**config.mk**
```make
export PLATFORM = sky130hd
export DESIGN_NAME = m68k_bus_arbiter
export DESIGN_NICKNAME = d
export VERILOG_FILES = /design/src/rtl/m68k_bus_arbiter.sv
export SDC_FILE = /design/constraint.sdc
export NUM_CORES = 1
export LEC_CHECK = 0
export ABC_AREA = 1
export BUFFER_PORTS_ARGS = -buffer_cell sky130_fd_sc_hd__buf_2
export CAP_MARGIN = 20
export CELL_PAD_IN_SITES_DETAIL_PLACEMENT = 0
export CELL_PAD_IN_SITES_GLOBAL_PLACEMENT = 2
export CORE_MARGIN = 4
export CORE_UTILIZATION = 37
export CTS_BUF_LIST = sky130_fd_sc_hd__clkbuf_8
export DETAILED_ROUTE_END_ITERATION = 8
export PLACE_DENSITY_LB_ADDON = 0.1
export SYNTH_ARGS = -nofsm -noshare
export SYNTH_HDL_FRONTEND = slang
export SYNTH_SLANG_ARGS = --single-unit
```
**constraint.sdc**
```tcl
create_clock -name M68K_CLK -period 3.3 [get_ports M68K_CLK]
set_clock_uncertainty 0.1 [all_clocks]
set_input_delay 0.165 -clock M68K_CLK [delete_from_list [all_inputs] [get_ports M68K_CLK]]
set_output_delay 0.165 -clock M68K_CLK [all_outputs]
set_load 0.02 [all_outputs]
```
**src/rtl/m68k_bus_arbiter.sv**
```systemverilog
// rtl/m68k_bus_arbiter.sv - 68000 bus ownership arbiter (BR/BG/BGACK handshake, grant timeout)
// Optional 3-wire BGACK ownership mode enabled by defining ARB_BGACK_EN.
module m68k_bus_arbiter #(
  parameter int GRANT_TIMEOUT = 255,
  parameter int SETTLE_CYCLES = 2
) (
  input  logic       M68K_CLK,
  input  logic       M68K_RESET_n,
  input  logic       arb_enable,
  input  logic       client_idle,
  input  logic       release_req,
  input  logic       M68K_BG_n,
  input  logic       M68K_AS_n_in,
  input  logic       M68K_DTACK_n_in,
  input  logic       M68K_BGACK_n_in,
  output logic       M68K_BR_n_oe,
  output logic       M68K_BGACK_n_oe,
  output logic       bus_granted,
  output logic       host_absent,
  output logic [2:0] arb_state
);

  typedef enum logic [2:0] {
    IDLE    = 3'd0,
    REQ     = 3'd1,
    SETTLE  = 3'd2,
    OWN     = 3'd3,
    DRAIN   = 3'd4,
    RELEASE = 3'd5
  } state_t;

  localparam int TW = $clog2(GRANT_TIMEOUT + 1);
  localparam int SW = $clog2(SETTLE_CYCLES + 1);
  localparam logic [TW-1:0] TO_MAX = TW'(GRANT_TIMEOUT);
  localparam logic [SW-1:0] ST_MAX = SW'(SETTLE_CYCLES);

`ifdef ARB_BGACK_EN
  localparam logic BGACK_MODE = 1'b1;
`else
  localparam logic BGACK_MODE = 1'b0;
`endif

  state_t        state;
  logic [TW-1:0] to_cnt;
  logic [TW-1:0] to_next;
  logic [SW-1:0] settle_cnt;
  logic [SW-1:0] settle_next;
  logic          br_q;
  logic          bgack_q;
  logic          granted_q;
  logic          absent_q;
  logic          block_req;
  logic [1:0]    bg_sync;
  logic [1:0]    as_sync;
  logic [1:0]    dtack_sync;
  logic [1:0]    bgack_sync;
  logic          bg_low;
  logic          bus_quiet;

  // Two-flop synchronisers; idle (high) is the safe reset value for active-low bus lines.
  always_ff @(posedge M68K_CLK or negedge M68K_RESET_n) begin
    if (!M68K_RESET_n) begin
      bg_sync    <= 2'b11;
      as_sync    <= 2'b11;
      dtack_sync <= 2'b11;
      bgack_sync <= 2'b11;
    end else begin
      bg_sync    <= {bg_sync[0], M68K_BG_n};
      as_sync    <= {as_sync[0], M68K_AS_n_in};
      dtack_sync <= {dtack_sync[0], M68K_DTACK_n_in};
      bgack_sync <= {bgack_sync[0], M68K_BGACK_n_in};
    end
  end

  assign bg_low      = ~bg_sync[1];
  assign bus_quiet   = as_sync[1] & dtack_sync[1] & bgack_sync[1];
  assign to_next     = (to_cnt == TO_MAX) ? to_cnt : to_cnt + TW'(1);
  assign settle_next = settle_cnt + SW'(1);

  always_ff @(posedge M68K_CLK or negedge M68K_RESET_n) begin
    if (!M68K_RESET_n) begin
      state      <= IDLE;
      to_cnt     <= '0;
      settle_cnt <= '0;
      br_q       <= 1'b0;
      bgack_q    <= 1'b0;
      granted_q  <= 1'b0;
      absent_q   <= 1'b0;
      block_req  <= 1'b0;
    end else begin
      if (!release_req) block_req <= 1'b0;
      case (state)
        IDLE: begin
          // After a release, stay put until the client withdraws release_req.
          if (arb_enable && !(block_req && release_req)) begin
            state  <= REQ;
            br_q   <= 1'b1;
            to_cnt <= '0;
          end
        end
        REQ: begin
          if (!arb_enable) begin
            state  <= IDLE;
            br_q   <= 1'b0;
            to_cnt <= '0;
          end else if (bg_low) begin
            state      <= SETTLE;
            to_cnt     <= '0;
            settle_cnt <= '0;
          end else if (to_next == TO_MAX) begin
            absent_q   <= 1'b1;
            state      <= SETTLE;
            to_cnt     <= '0;
            settle_cnt <= '0;
          end else begin
            to_cnt <= to_next;
          end
        end
        SETTLE: begin
          if (!bus_quiet) begin
            settle_cnt <= '0;
          end else if (settle_next == ST_MAX) begin
            state      <= OWN;
            granted_q  <= 1'b1;
            bgack_q    <= BGACK_MODE;
            settle_cnt <= '0;
          end else begin
            settle_cnt <= settle_next;
          end
        end
        OWN: begin
          // In 3-wire mode BR drops the cycle after BGACK is asserted.
          br_q <= ~BGACK_MODE;
          if (release_req || !arb_enable) state <= DRAIN;
        end
        DRAIN: begin
          br_q <= ~BGACK_MODE;
          if (client_idle) begin
            state     <= RELEASE;
            br_q      <= 1'b0;
            bgack_q   <= 1'b0;
            granted_q <= 1'b0;
            block_req <= release_req;
          end
        end
        RELEASE: begin
          state <= IDLE;
        end
        default: begin
          state     <= IDLE;
          br_q      <= 1'b0;
          bgack_q   <= 1'b0;
          granted_q <= 1'b0;
        end
      endcase
    end
  end

  assign M68K_BR_n_oe    = br_q;
  assign M68K_BGACK_n_oe = bgack_q;
  assign bus_granted     = granted_q;
  assign host_absent     = absent_q;
  assign arb_state       = state;

endmodule

```
# Word level (Yosys, flattened, before mapping)
# Cells that the tools add are included.
dict set report totals {
  ff_bits 26
  in_bits 9
  out_inout_bits 7
  elab_cells 86
}
dict set report op_classes {
  add_sub_neg 2
  eq_ne 17
  mux 35
  bitwise 4
  reduce_logical 16
}
# operator count
set ops {}
lappend ops {{8-bit 2-to-1 mux} 5}
lappend ops {{3-bit 2-to-1 mux} 8}
lappend ops {{8-bit equality test (second input constant)} 2}
lappend ops {{8-bit one-hot mux with 2 select lines} 1}
lappend ops {{3-bit one-hot mux with 5 select lines} 1}
lappend ops {{2-bit inequality test (second input constant)} 7}
lappend ops {{1-bit 2-to-1 mux} 11}
lappend ops {{2-bit 2-to-1 mux} 5}
lappend ops {{8-bit by 1-bit adder with 8-bit output (second input constant)} 1}
lappend ops {{4-bit AND reduction} 2}
lappend ops {{3-bit by 2-bit equality test with 1-bit output (second input constant)} 2}
lappend ops {{3-bit equality test (second input constant)} 2}
lappend ops {{1-bit one-hot mux with 3 select lines} 2}
lappend ops {{3-bit AND reduction} 2}
lappend ops {{6-bit AND reduction} 1}
lappend ops {{1-bit one-hot mux with 5 select lines} 1}
lappend ops {{4-bit inequality test (second input constant)} 1}
lappend ops {{2-bit one-hot mux with 2 select lines} 1}
lappend ops {{2-bit nonzero test} 2}
lappend ops {{4-bit OR reduction} 1}
lappend ops {{3-bit by 1-bit equality test with 1-bit output (second input constant)} 1}
lappend ops {{3-bit logical NOT} 1}
lappend ops {{3-bit inequality test (second input constant)} 1}
lappend ops {{2-bit by 1-bit adder with 2-bit output (second input constant)} 1}
lappend ops {{other kinds (8)} 12}

# Logic depth before layout (Yosys ltp)
dict set report logic_depth {
  depth_word 7
  depth_mapped 15
  ltp_nobuf 15
}

# Least setup slack after synthesis
# Ideal clock, no wire load.
dict set report synth_timing {
  path_type {register -> register}
  from {register to_cnt[1]}
  to {register settle_cnt[1]}
  setup_ns 0.117
  t_arrival_ns 1.541
  required_time_ns 3.083
  slack_ns 1.542
  stages_incl_launch_ff 15
  n_path_buf 0
  period_less_slack_ns 1.758
  path_cell_list {dfrtp_1 ha_1 inv_1 nor2_2 nand3_1 nand3_2 nand2_2 nor2_4 nand2_4 nand2_1 nand2_1 nand2_1 nand2_1 nand2_1 nand2_1}
}
dict set report synth_between {
  elab_chain_len 5
  word_cells_on_any_way 6
  cone_classes {1 x add/sub; 3 x eq/ne; 1 x mux; 1 x reduce/logical}
}
# item line_no
set synth_lines {}
lappend synth_lines {{start: declaration} 44} ;# logic [TW-1:0] to_cnt;
lappend synth_lines {{start signal: assignment} 116} ;# to_cnt <= to_next;
lappend synth_lines {{8-bit by 1-bit adder with 8-bit output or 8-bit equality test (tied branches)} 77} ;# assign to_next = (to_cnt == TO_MAX) ? to_cnt : to_cnt + TW'(1);
lappend synth_lines {{8-bit 2-to-1 mux (*)} 77}
lappend synth_lines {{8-bit equality test (*)} 110} ;# end else if (to_next == TO_MAX) begin
lappend synth_lines {{3-bit inequality test (no line) (*)} n/a}
lappend synth_lines {{3-bit AND reduction (no line) (*)} n/a}
lappend synth_lines {{end signal: assignment} 128} ;# settle_cnt <= settle_next;
lappend synth_lines {{end: declaration} 46} ;# logic [SW-1:0] settle_cnt;
# Mark *: on every way between the ends. The rest lies on a longest branch, timed or not.
# A chain may end at the register's enable or synchronous reset.

# Worst setup path after layout
# Ends and elaborated chain as after synthesis.

==> impl_metrics.json <==
{
  "status": "complete, no violations",
  "crit_path_end_kind": "flop",
  "num-nets-final": 198,
  "overflow": 0,
  "clk_latency_ps": 260,
  "post_cts_buffers": 0,
  "die_y_um": 67.8,
  "via_count": 1127,
  "cp_data_arrival_time_ps": 2030,
  "synth-edff-count": 0,
  "hold_viol_final": 0,
  "power_frac_seq": 0.411,
  "track_usage": 0.142,
  "layout_commonest_cell": "nand2_1",
  "grt_pass1_wl_mm": 4.89,
  "use_met3": 0.0230,
  "syn-cell-area_mm2": 0.00132,
  "pin_count": 16,
  "ys_seq_area_frac": 0.480,
  "synthAdderAreaFrac": 0.00945,
  "ys_ff_latch": 25,
  "areaGrowthSynthToFinish_pct": 16.5,
  "fin_crit_ps": 1970,
  "post_dp_cell_area_mm2": 0.00144,
  "die_width_um": 67.8,
  "diodes": 0,
  "synth_nets": 175,
  "p_leak_nw": 0.767,
  "synth_cell_types": 28,
  "tns_ps": 0,
  "cts_tree": "done",
  "crit_required_ps": 3360,
  "met2_usage": 0.266,
  "start_kind": "flop",
  "muxShareOfSynthArea": 0,
  "synth_cells": 165,
  "synth-xor-area-share": 0.0198,
  "cap_violations": 0,
  "grt_max_degree": 26,
  "clk_pin_slew_worst_paths_ps": 90,
  "drt_iter0_drc": 65,
  "cts_max_level": 1,
  "syn_avg_cell_area_um2": 8.02,
  "rsz0062_at_grt": "no",
  "synth_top_area_frac": 0.321,
  "finalCritPeriodShare": 0.598,
  "cellPowerDensity_mw_per_mm2": 642,
  "start_util": 0.391,
  "port_buffers": 14,
  "synth.area.top_cells": "dfrtp_1 (32%), dfstp_2 (16%), nand2_1 (15%), inv_1 (5.7%), nand3_1 (5.3%)",
  "gp_congestion": 0.868,
  "vias_per_cell": 4.84,
  "die_area_mm2": 0.00460,
  "irDropWorstVdd_mv": 0.387,
  "clockRootBuffer": "clkbuf_8",
  "setup_viol": 0,
  "power_frac_clock": 0.183,
  "hold_class": "in2reg",
  "busiest_layer": "met2",
  "use_met1": 0.158,
  "yosysWarnings": 0,
  "drive_gt1_frac": 0.203,
  "wl_per_cell_um": 11.4,
  "intPower_uw": 576,
  "final_util": 0.455,
  "synth_compound_area_frac": 0.0822,
  "firstDrtPassIters": 4,
  "synth-simple-area-share": 0.343,
  "p_comb_frac": 0.406,
  "postRouteAntennaNets": 0,
  "clock_sinks": 25,
  "design_area_mm2": 0.00154,
  "tightest_slew_ps": 557,
  "num_rows": 21,
  "layout_common_cells": "nand2_1 (53), inv_1 (20), dfrtp_1 (17), nand3_1 (14), buf_2 (14)",
  "synth_top_family_by_area": "simple AND/OR/NAND/NOR gates",
  "dp_hpwl_mm": 2.14,
  "fin_cells": 233,
  "switchingPower_uw": 414,
  "worstPathMaxFanout": 9,
  "path_class": "reg2reg",
  "drc_errors": 0,
  "core_area_mm2": 0.00339,
  "fin_hold_ws_ps": 43.7,
  "ys.flop_type": "dfrtp_1",
  "max-clock-path-buffers": 2,
  "first_global_vias": 1135,
  "max_freq_ghz": 0.507,
  "finalPower_uw": 990,
  "routed_wl_mm": 2.65,
  "dpl.cell_count": 224,
  "synth_top_area_cell": "dfrtp_1",
  "cts_made_buffers": 3,
  "antenna_found_initial": 0,
  "timing.final.ws_setup_ps": 1330,
  "postSynth.asyncResetShare": 1.00,
  "slew_headroom": 0.628,
  "swShare": 0.418,
  "pre_cts_ws_ps": 1320,
  "slew_viol_final": 0
}
==> cells in the mapped netlist (2+ instances only) <==
| cell | count |
|---|---|
| xor2_1 | 2 |
| nand2_4 | 2 |
| o21ai_1 | 4 |
| nor3_1 | 3 |
| dfrtp_1 | 17 |
| a31oi_1 | 2 |
| nor2_4 | 2 |
| inv_1 | 20 |
| nand3_2 | 3 |
| a21oi_1 | 3 |
| o22ai_1 | 2 |
| nand2_1 | 53 |
| nand3_1 | 14 |
| o21ai_0 | 5 |
| nor2_1 | 12 |
| nor2_2 | 2 |
| dfstp_2 | 8 |
==> state kept, by name, summed over array words and instances (netlist names) <==
name	flops
settle_cnt	2
bg_sync	2
bus_granted	1
as_sync	2
block_req	1
host_absent	1
to_cnt	8
dtack_sync	2
arb_state	3
M68K_BR_n_oe	1
bgack_sync	2
==> area by class of cell <==
class                   count  area [µm²]
multi-input cells         119         606
well taps                  46        57.6
clock inverters             1        7.51
repair buffers             19         120
fillers                   360        1850
flip-flops and latches     25         636
clock buffers               3        41.3
inverters                  20        75.1
==> cells by family after synthesis <==
group,count (synthesis)
other,1
XOR/XNOR,3
AO/OA/AOI/OAI,19
buffers and inverters,21
adder cells (fa/ha/maj),1
AND/OR/NAND/NOR,95
flip-flops,25
==> power groups by stage <==
stage	Sequential [mW]	Combinational [mW]	Clock [mW]
after global routing	0.416	0.460	0.210
after CTS	0.408	0.405	0.189
after floorplan	0.440	0.260	0
final	0.406	0.402	0.181
after detailed placement	0.413	0.400	0
after global placement	0.411	0.404	0
==> worst paths after layout <==
kind / depth (start not counted) / slack (ps) / end / startpoint
setup / recovery: 14 / 1330 / settle_cnt[1] / to_cnt[1]
hold / removal: 3 / 40 / block_req / client_idle
setup reg to reg: 14 / 1330 / settle_cnt[1] / to_cnt[1]
hold reg to reg: 0 / 260 / bg_sync[1] / bg_sync[0]
max in group asynchronous: 2 / 2400 / bg_sync[1] / M68K_RESET_n
min in group asynchronous: 2 / 320 / block_req / M68K_RESET_n
==> repair_timing <==
action,4_1_cts,5_1_grt
gates resized for setup,0,0
endpoints found under the hold margin,21,0
hold buffers,5,0
==> per-layer routing <==
| metal | part of all wire | wire length (µm) |
|---|---|---|
| met5 | 0 | 0 |
| met4 | 0.017 | 44 |
| met3 | 0.028 | 73 |
| met2 | 0.54 | 1440 |
| met1 | 0.41 | 1100 |
==> critical path, stage by stage (launching register included) <==
cell	delay, ps
dfrtp_1	410
ha_1	250
inv_1	70
nor2_2	130
nand3_1	140
nand3_2	130
nand2_2	70
nor2_4	120
nand2_4	90
nand2_1	80
nand2_1	40
nand2_1	50
nand2_1	70
nand2_1	60
nand2_1	50
(Power assumes the default switching activity.)
